File: config.mk
export PLATFORM = sky130hd
export DESIGN_NAME = multi_cycle_cu
export DESIGN_NICKNAME = d
export VERILOG_FILES = /design/src/rtl/multi_cycle_cu_pkg.sv /design/src/rtl/multi_cycle_cu_decode.sv /design/src/rtl/multi_cycle_cu.sv
export SDC_FILE = /design/constraint.sdc
export NUM_CORES = 1
export LEC_CHECK = 0
export CAP_MARGIN = 20
export CORE_MARGIN = 1.5
export CORE_UTILIZATION = 42
export CTS_CLUSTER_DIAMETER = 200
export DETAILED_ROUTE_END_ITERATION = 10
export PLACE_DENSITY = 0.89
export SYNTH_ARGS = -nofsm -noshare
export SYNTH_HDL_FRONTEND = slang
export SYNTH_SLANG_ARGS = --single-unit
export TNS_END_PERCENT = 30
File: constraint.sdc
create_clock -name CLK -period 2.8 [get_ports CLK]
set_input_delay 0.7 -clock CLK [delete_from_list [all_inputs] [get_ports CLK]]
set_output_delay 0.7 -clock CLK [all_outputs]
set_load 0.02 [all_outputs]
File: src/rtl/multi_cycle_cu_pkg.sv
// multi_cycle_cu_pkg: opcode/function codes, ALU encodings, select constants and state codes shared by the control unit.
package multi_cycle_cu_pkg;
  localparam logic [5:0] opR = 6'b000000, opADDI = 6'b001000, opORI = 6'b001101, opSLTI = 6'b001010;
  localparam logic [5:0] opLW = 6'b100011, opSW = 6'b101011, opBEQ = 6'b000100, opBNE = 6'b000101;
  localparam logic [5:0] opBGTZ = 6'b000111, opJ = 6'b000010, opJAL = 6'b000011, opHALT = 6'b111111;
  localparam logic [5:0] fnADD = 6'b100000, fnSUB = 6'b100010, fnAND = 6'b100100, fnOR = 6'b100101;
  localparam logic [5:0] fnSLL = 6'b000000, fnSLT = 6'b101010, opJR = 6'b001000;
  localparam logic [2:0] aluAdd = 3'b000, aluSub = 3'b001, aluSll = 3'b010, aluOr = 3'b011;
  localparam logic [2:0] aluAnd = 3'b100, aluCmpu = 3'b101, aluCmps = 3'b110;
  localparam logic [1:0] pcNext = 2'b00, pcRel = 2'b01, pcRegJmp = 2'b10, pcJmp = 2'b11;
  localparam logic [1:0] rdRt = 2'b00, rdRd = 2'b01, rdRa = 2'b10;
  localparam logic [2:0] sIF = 3'b000, sID = 3'b001, sEXE = 3'b010, sMEM = 3'b011, sWB = 3'b100, sHALT = 3'b101;
  typedef enum logic [3:0] {clR, clImm, clLw, clSw, clBeq, clBne, clBgtz, clJ, clJr, clJal, clHalt, clNop} instClass_t;
endpackage

File: src/rtl/multi_cycle_cu_decode.sv
// multi_cycle_cu_decode: combinational Op/Func to instruction class and the static datapath selects.
module multi_cycle_cu_decode
  import multi_cycle_cu_pkg::*;
#(
  parameter int OP_W = 6,
  parameter int FUNC_W = 6
) (
  input  logic [OP_W-1:0]   Op,
  input  logic [FUNC_W-1:0] Func,
  output instClass_t        cls,
  output logic              aluScrA,
  output logic              aluScrB,
  output logic              extSel,
  output logic              db,
  output logic [1:0]        regDst,
  output logic [2:0]        aluOp
);
  logic [5:0] op, fn;
  logic isBranch;
  assign op = 6'(Op);
  assign fn = 6'(Func);
  always_comb begin
    cls = clNop;
    case (op)
      opR: cls = (fn inside {fnADD, fnSUB, fnAND, fnOR, fnSLL, fnSLT}) ? clR : fn == opJR ? clJr : clNop;
      opADDI, opORI, opSLTI: cls = clImm;
      opLW: cls = clLw;
      opSW: cls = clSw;
      opBEQ: cls = clBeq;
      opBNE: cls = clBne;
      opBGTZ: cls = clBgtz;
      opJ: cls = clJ;
      opJAL: cls = clJal;
      opHALT: cls = clHalt;
      default: cls = clNop;
    endcase
  end
  assign isBranch = cls inside {clBeq, clBne, clBgtz};
  assign aluOp = op == opSLTI ? aluCmps : op == opORI ? aluOr : isBranch ? aluSub :
                 cls != clR ? aluAdd : fn == fnSUB ? aluSub : fn == fnAND ? aluAnd :
                 fn == fnOR ? aluOr : fn == fnSLL ? aluSll : fn == fnSLT ? aluCmps : aluAdd;
  assign aluScrA = cls == clR && fn == fnSLL;
  assign aluScrB = op inside {opADDI, opORI, opSLTI, opLW, opSW};
  assign extSel = op != opORI;
  assign db = cls == clLw;
  assign regDst = cls == clR ? rdRd : cls == clJal ? rdRa : rdRt;
endmodule

File: src/rtl/multi_cycle_cu.sv
// multi_cycle_cu: IF/ID/EXE/MEM/WB sequencer driving datapath enables and selects; every output is forced idle while RST is low.
module multi_cycle_cu
  import multi_cycle_cu_pkg::*;
#(
  parameter int OP_W = 6,
  parameter int FUNC_W = 6,
  parameter int ALUOP_W = 3,
  parameter int MEM_LAT = 1
) (
  input  logic               CLK,
  input  logic               RST,
  input  logic [OP_W-1:0]    Op,
  input  logic [FUNC_W-1:0]  Func,
  input  logic               ZERO,
  input  logic               SIGN,
  output logic               PCWre,
  output logic               IRWre,
  output logic               RegWr,
  output logic               nRD,
  output logic               nWR,
  output logic               ALUScrA,
  output logic               ALUScrB,
  output logic               DB,
  output logic               WrRegDSrc,
  output logic [1:0]         RegDst,
  output logic               ExtSel,
  output logic [1:0]         PCSel,
  output logic [ALUOP_W-1:0] ALUop,
  output logic [2:0]         State
);
  localparam int CW = $clog2(MEM_LAT) + 1;
  localparam logic [CW-1:0] lastCnt = CW'(MEM_LAT - 1);
  instClass_t cls;
  logic aluScrA, aluScrB, extSel, db;
  logic [1:0] regDst;
  logic [2:0] aluOp, state, nextState;
  logic [CW-1:0] cnt;
  logic memLast, isBranch, isJump, taken, inId, inExe, inMem, inWb;
  multi_cycle_cu_decode #(.OP_W(OP_W), .FUNC_W(FUNC_W)) decode (
    .Op(Op), .Func(Func), .cls(cls), .aluScrA(aluScrA), .aluScrB(aluScrB),
    .extSel(extSel), .db(db), .regDst(regDst), .aluOp(aluOp)
  );
  assign memLast = cnt == lastCnt;
  assign isBranch = cls inside {clBeq, clBne, clBgtz};
  assign isJump = cls inside {clJ, clJr, clJal, clNop};
  assign taken = cls == clBeq ? ZERO : cls == clBne ? !ZERO : cls == clBgtz && !SIGN && !ZERO;
  assign inId = state == sID;
  assign inExe = state == sEXE;
  assign inMem = state == sMEM;
  assign inWb = state == sWB;
  always_comb begin
    nextState = sIF;
    case (state)
      sIF: nextState = sID;
      sID: nextState = cls == clHalt ? sHALT : isJump ? sIF : sEXE;
      sEXE: nextState = isBranch ? sIF : cls inside {clLw, clSw} ? sMEM : sWB;
      sMEM: nextState = !memLast ? sMEM : cls == clLw ? sWB : sIF;
      sHALT: nextState = sHALT;
      default: nextState = sIF;
    endcase
  end
  always_ff @(posedge CLK or negedge RST) begin
    if (!RST) begin
      state <= sIF;
      cnt <= '0;
    end else begin
      state <= nextState;
      cnt <= (inMem && !memLast) ? cnt + CW'(1) : '0;
    end
  end
  // Gating by RST makes an asynchronous reset mid-instruction drop every enable in the same instant.
  assign PCWre = RST && ((inId && isJump) || (inExe && isBranch) || (inMem && memLast && cls == clSw) || inWb);
  assign IRWre = RST && state == sIF;
  assign RegWr = RST && ((inId && cls == clJal) || inWb);
  assign nRD = !(RST && inMem && cls == clLw);
  assign nWR = !(RST && inMem && cls == clSw);
  assign ALUScrA = RST && aluScrA;
  assign ALUScrB = RST && aluScrB;
  assign DB = RST && db;
  assign ExtSel = RST && extSel;
  assign WrRegDSrc = RST && inWb;
  assign RegDst = RST ? regDst : rdRt;
  assign PCSel = !RST ? pcNext : inId && cls inside {clJ, clJal} ? pcJmp : inId && cls == clJr ? pcRegJmp :
                 inExe && isBranch && taken ? pcRel : pcNext;
  assign ALUop = RST ? ALUOP_W'(aluOp) : '0;
  assign State = state;
endmodule
==> flow_summary.toml, run 1 <==
[outcome]
status = "finished with violations"
violations = "negative setup slack"

[floorplanning]
dieArea_um2 = 2300
die_y_um = 48.0
io_pins = 36
die_x_um = 48.0
rows = 16
placeableCoreArea_um2 = 1940
initial_core_util_pct = 43.8

[sta]
worst_slack_ps = -194
skew_ps = 14.4
post-route-min-period_ps = 2990
fmax_mhz = 334
setup-violations-final = 8
hold_viol_final = 0
slew_viol_final = 0
rsz0062_at_grt = "yes"
min_period_over_period_pct = 107

[yosys]
ys_ff_latch = 4
synth_cell_types = 49
synth_fp_nets = 140
avgSynthCellArea_um2 = 6.85
synth-main-ff-cell = "dfrtp_1"
yosysSeqAreaShare_pct = 11.8
synth_edf_count = 0
synth-compound-area-share_pct = 28.4
syn_area_um2 = 850
synth-simple-area-share_pct = 49.2
synthArstFlopShare_pct = 100
synth_cells = 124
synth-warning-count = 0
synthXorXnorAreaFrac_pct = 2.06
synth_top_family_by_area = "simple AND/OR/NAND/NOR gates"
synthAdderAreaFrac_pct = 0
muxShareOfSynthArea_pct = 1.33

[global_route]
grt.total_usage_pct = 34.4
antenna_found_initial = 0
grt_pass1_wl_um = 5490
grt_pass1_vias = 1239
grt_max_degree = 13
overflow = 0

[pwr]
peakVddDrop_uv = 288
leakage_nw = 0.686
p_per_area_nw_per_um2 = 344

[place]
dpl_worst_slack_ps = -934
gp_congestion = 0.842
numPortBuffers = 35
placed_area_um2 = 1430
dp_hpwl_um = 2470

[worst_setup_path]
reg2reg_to = "State[1]"
cp_max_fo = 5
r2r_cells = 4
worstSetupStartpointType = "primary input"
crit_buf_inv = 4
path_depth = 8
timing.rr.start = "State[1]"
critical_path_arrival_ps = 2290
crit_top_cell = "buf_6"
cp_top_family = "simple AND/OR/NAND/NOR gates"
reg2reg_slack_ps = 1340
path_class = "in2out"
slowest_stage = "or4_4"
cp.required_ps = 2100
crit_path_max_incr_delay_ps = 550
path_cells = "buf_6 > or4_4 > buf_6 > nor4_4 > nand3b_1 > inv_2 > a22o_1 > buf_6"
setup.worst_path.end_class = "output port"

[routing]
drt_wl_total_um = 4020
vias = 1377
first_pass_iters = 5
via_per_inst = 6.46
drt_iter0_drc = 54
postRouteAntennaNets = 0
drc_errors = 0
drt-wirelength-per-cell_um = 18.9

[job]
maxCapViolCount = 0

[clock_network]
cts_made_buffers = 3
htree_levels = 1
cts_tree = "done"
clk_pin_slew_ps = 50
cts.sinks = 4
clk_latency_ps = 260
cts_root_buf = "clkbuf_4"
clock_path_buffers = 2

[layout]
stdcell_area_um2 = 1570
nets = 204
area_growth_pct = 85.3
drive_gt1_share_pct = 43.5
fillerInstances = 134
diodes = 0

[worst_hold_path]
hp-class = "in2async"
==> report_power, final <==
part	switching, mW	internal (mW)	total [mW]	leakage, nW
combinational	0.194	0.167	0.362	0.622
sequential	0.0240	0.0738	0.0977	0.0507
clock	0.0331	0.0486	0.0816	0.0138
total	0.251	0.289	0.541	0.686
==> cell families after synthesis <==
family	Yosys count
AND/OR/NAND/NOR	68
AO/OA/AOI/OAI	35
buffers and inverters	13
flip-flops	4
XOR/XNOR	2
multiplexers	1
other	1
==> area by class of cell <==
| class | instances | area (um2) | area share, % |
|---|---|---|---|
| clock buffers | 3 | 22.5 | 1.43 |
| inverters | 2 | 7.51 | 0.477 |
| multi-input cells | 107 | 816 | 51.8 |
| flip-flops and latches | 4 | 100 | 6.36 |
| well taps | 27 | 33.8 | 2.15 |
| repair buffers | 70 | 594 | 37.8 |
==> cells in the mapped netlist (2+ instances only) <==
library cell | number | area (um2)
o21ai_1 | 7 | 35.0
a31oi_1 | 2 | 12.5
nand2_1 | 13 | 48.8
o31ai_1 | 4 | 30.0
buf_2 | 7 | 35.0
a21oi_1 | 3 | 15.0
nand3_1 | 4 | 20.0
and4b_1 | 2 | 20.0
nor4_1 | 4 | 25.0
dfrtp_1 | 4 | 100
xnor2_1 | 2 | 17.5
nor3b_1 | 2 | 15.0
nand3b_1 | 3 | 22.5
nor3_1 | 5 | 25.0
o21ai_0 | 5 | 25.0
nor2_1 | 9 | 33.8
nand2b_1 | 4 | 25.0
clkbuf_1 | 4 | 15.0
and2_1 | 4 | 25.0
nor2b_1 | 6 | 37.5
o31a_1 | 2 | 17.5
==> layout by cell type (no fill, tap or decap), types with 5 or more instances in the layout <==
cell,n
buf_4,34
nor2_2,5
clkdlybuf4s50_1,6
o21ai_1,5
o21ai_0,5
nand2_1,13
buf_6,10
dlygate4sd2_1,11
==> flip-flops by register name, summed over array words and instances (netlist names) <==
register and cells:
cnt 1, State 3
==> worst reg2reg max path, delay by kind of cell (launching register included) <==
family             cells  cell delay (ps)
DFF                    1              480
AOI/OAI and AO/OA      2              290
and+or+nand+nor        2              610
==> worst max-delay path by stage <==
stage,start,endpoint,slack [ps]
after floorplan,Op[3],PCSel[1],-160
after global placement,Op[3],PCSel[1],-900
after detailed placement,Op[3],ALUScrA,-930
after CTS,Op[4],ALUop[2],-190
after global routing,Op[4],ALUop[2],-250
final,Op[4],ALUop[2],-190
==> repair_timing <==
action                                 in CTS  in global routing
hold buffers                                0                  0
endpoints found under the hold margin       0                  0
buffers inserted                            2                  1
resized for setup                          99                 18
setup endpoints to repair                  17                 16
pin swaps                                  12                  5
==> routing by layer <==
layer  routed length, um  GRT usage [%]
met5                   0              0
met4                 292           22.2
met2                2070           61.9
met1                1370           37.8
met3                 287           3.40
==> stage by stage <==
stage	power (mW)	utilization, %	hold WS [ps]	cells	TNS [ps]
floorplan	0.272	-	404	124	-198
global placement	0.416	73.7	532	207	-10520
detailed placement	0.427	73.7	544	207	-11110
CTS	0.518	79.1	599	212	-1030
global route	0.574	81.1	438	213	-1570
finish	0.541	81.1	424	213	-1090
Note: power is estimated with default switching activity, not from simulation.
==> run 2, diff against run 1 <==
--- a/config.mk
+++ b/config.mk
@@ -5,7 +5,7 @@
 export SDC_FILE = /design/constraint.sdc
 export NUM_CORES = 1
 export LEC_CHECK = 0
-export CAP_MARGIN = 20
+export CAP_MARGIN = 40
 export CORE_MARGIN = 1.5
 export CORE_UTILIZATION = 42
 export CTS_CLUSTER_DIAMETER = 200
==> constraint.sdc (replaced) <==
create_clock -name CLK -period 3 [get_ports CLK]
set_input_delay 0.75 -clock CLK [delete_from_list [all_inputs] [get_ports CLK]]
set_output_delay 0.75 -clock CLK [all_outputs]
set_load 0.02 [all_outputs]
==> flow_summary.toml, run 2 (synthesis results as in run 1) <==
[outcome]
status = "finished with violations"
violations = "negative setup slack"

[sta]
setup-violations-final = 7
skew_ps = 6.56
post-route-min-period_ps = 3140
worst_slack_ps = -142
hold_viol_final = 0
fin_setup_tns_ps = -606
min_period_over_period_pct = 105
fmax_mhz = 318
rsz0062_at_grt = "yes"
slew_viol_final = 0

[routing]
drt_iter0_drc = 94
drt_wl_total_um = 4370
postRouteAntennaNets = 0
drc_errors = 0
via_per_inst = 6.46
first_pass_iters = 5
vias = 1422
drt-wirelength-per-cell_um = 19.9

[worst_setup_path]
worstSetupStartpointType = "primary input"
cp_max_fo = 2
setup.worst_path.end_class = "output port"
cp.required_ps = 2250
critical_path_arrival_ps = 2390
path_class = "in2out"

[pwr]
peakVddDrop_uv = 258
finalPower_mw = 0.534
p_per_area_nw_per_um2 = 324
leakage_nw = 0.711

[layout]
nets = 211
largest_reg_flops = 3
drive_gt1_share_pct = 47.7
diodes = 0
layout_common_cells = "buf_4, buf_6, nand2_1, dlygate4sd2_1, clkdlybuf4s50_1"
area_growth_pct = 93.8
fillerInstances = 118
final_common_cell = "buf_4"

[place]
numPortBuffers = 35
dpl_worst_slack_ps = -857
dp_hpwl_um = 2510
gp_congestion = 0.828

[global_route]
grt_max_degree = 13
grt_pass1_vias = 1271
overflow = 0
antenna_found_initial = 0
grt_pass1_wl_um = 5570
grt.total_usage_pct = 34.3

[clock_network]
clk_latency_ps = 250
clock_path_buffers = 2
cts_root_buf = "clkbuf_4"
cts_hold_buf = 0
clk_pin_slew_ps = 50
cts.sinks = 4
cts_made_buffers = 3
htree_levels = 1
cts_tree = "done"

[floorplanning]
die_y_um = 48.0
dieArea_um2 = 2300
placeableCoreArea_um2 = 1940
initial_core_util_pct = 43.8
io_pins = 36
die_x_um = 48.0
rows = 16

[worst_hold_path]
hp-class = "reg2reg"

[job]
maxCapViolCount = 0
[run 2: per-stage QoR]
| step | instance area (um2) | std cells | util (%) | hold slack (ps) |
|---|---|---|---|---|
| 2_1_floorplan | 857 | 124 | - | 454 |
| 3_3_place_gp | 1420 | 206 | 73.3 | 531 |
| 3_5_place_dp | 1420 | 206 | 73.3 | 551 |
| 4_1_cts | 1570 | 216 | 80.8 | 578 |
| 5_1_grt | 1650 | 220 | 84.8 | 650 |
| 6_report | 1650 | 220 | 84.8 | 660 |
[run 2: layer usage]
layer  routed length (um)  up-vias  global-route usage [%]  part of all wire (%)
li1                     -      605                       -                     -
met2                 2130      152                    61.3                    49
met4                  338        0                    19.5                   7.7
met1                 1460      617                    38.8                    33
met3                  441       48                    4.15                    10
met5                    0        -                       0                     0
[run 2: critical path, cell delays in order]
cell and delay (ps):
buf_6 100, or4_4 550, buf_6 150, buf_6 110, nor3_4 170, a41o_1 160
nand3_2 130, o311ai_4 110, buf_6 160
[run 2: layout make-up]
cell class	instances	area [um2]	area share [%]
multi-input combinational	107	842	51.1
timing repair buffer	77	641	38.9
sequential	4	100	6.08
tap	27	33.8	2.05
clock buffer	3	22.5	1.37
inverter	2	7.51	0.456
[run 2: timing repair]
action | 4_1_cts | 5_1_grt
buffers inserted | 7 | 4
gates resized for setup | 103 | 26
gates cloned | 0 | 0
setup endpoints to repair | 17 | 12
pin swaps | 14 | 9
[run 2: power by group]
part           switching (mW)  total, mW  internal [mW]
clock                  0.0319     0.0774         0.0454
sequential             0.0434      0.112         0.0685
combinational           0.187      0.345          0.158
[run 2: final timing paths]
check / startpoint / end / slack, ps / depth (start not counted)
max: Op[2] / PCWre / -140 / 9
min: State[2] / State[0] / 660 / 1
min in group asynchronous: RST / State[2] / 820 / 2
max in group asynchronous: RST / cnt / 2040 / 2
min reg2reg: State[2] / State[0] / 660 / 1
max reg2reg: State[0] / State[1] / 1130 / 4
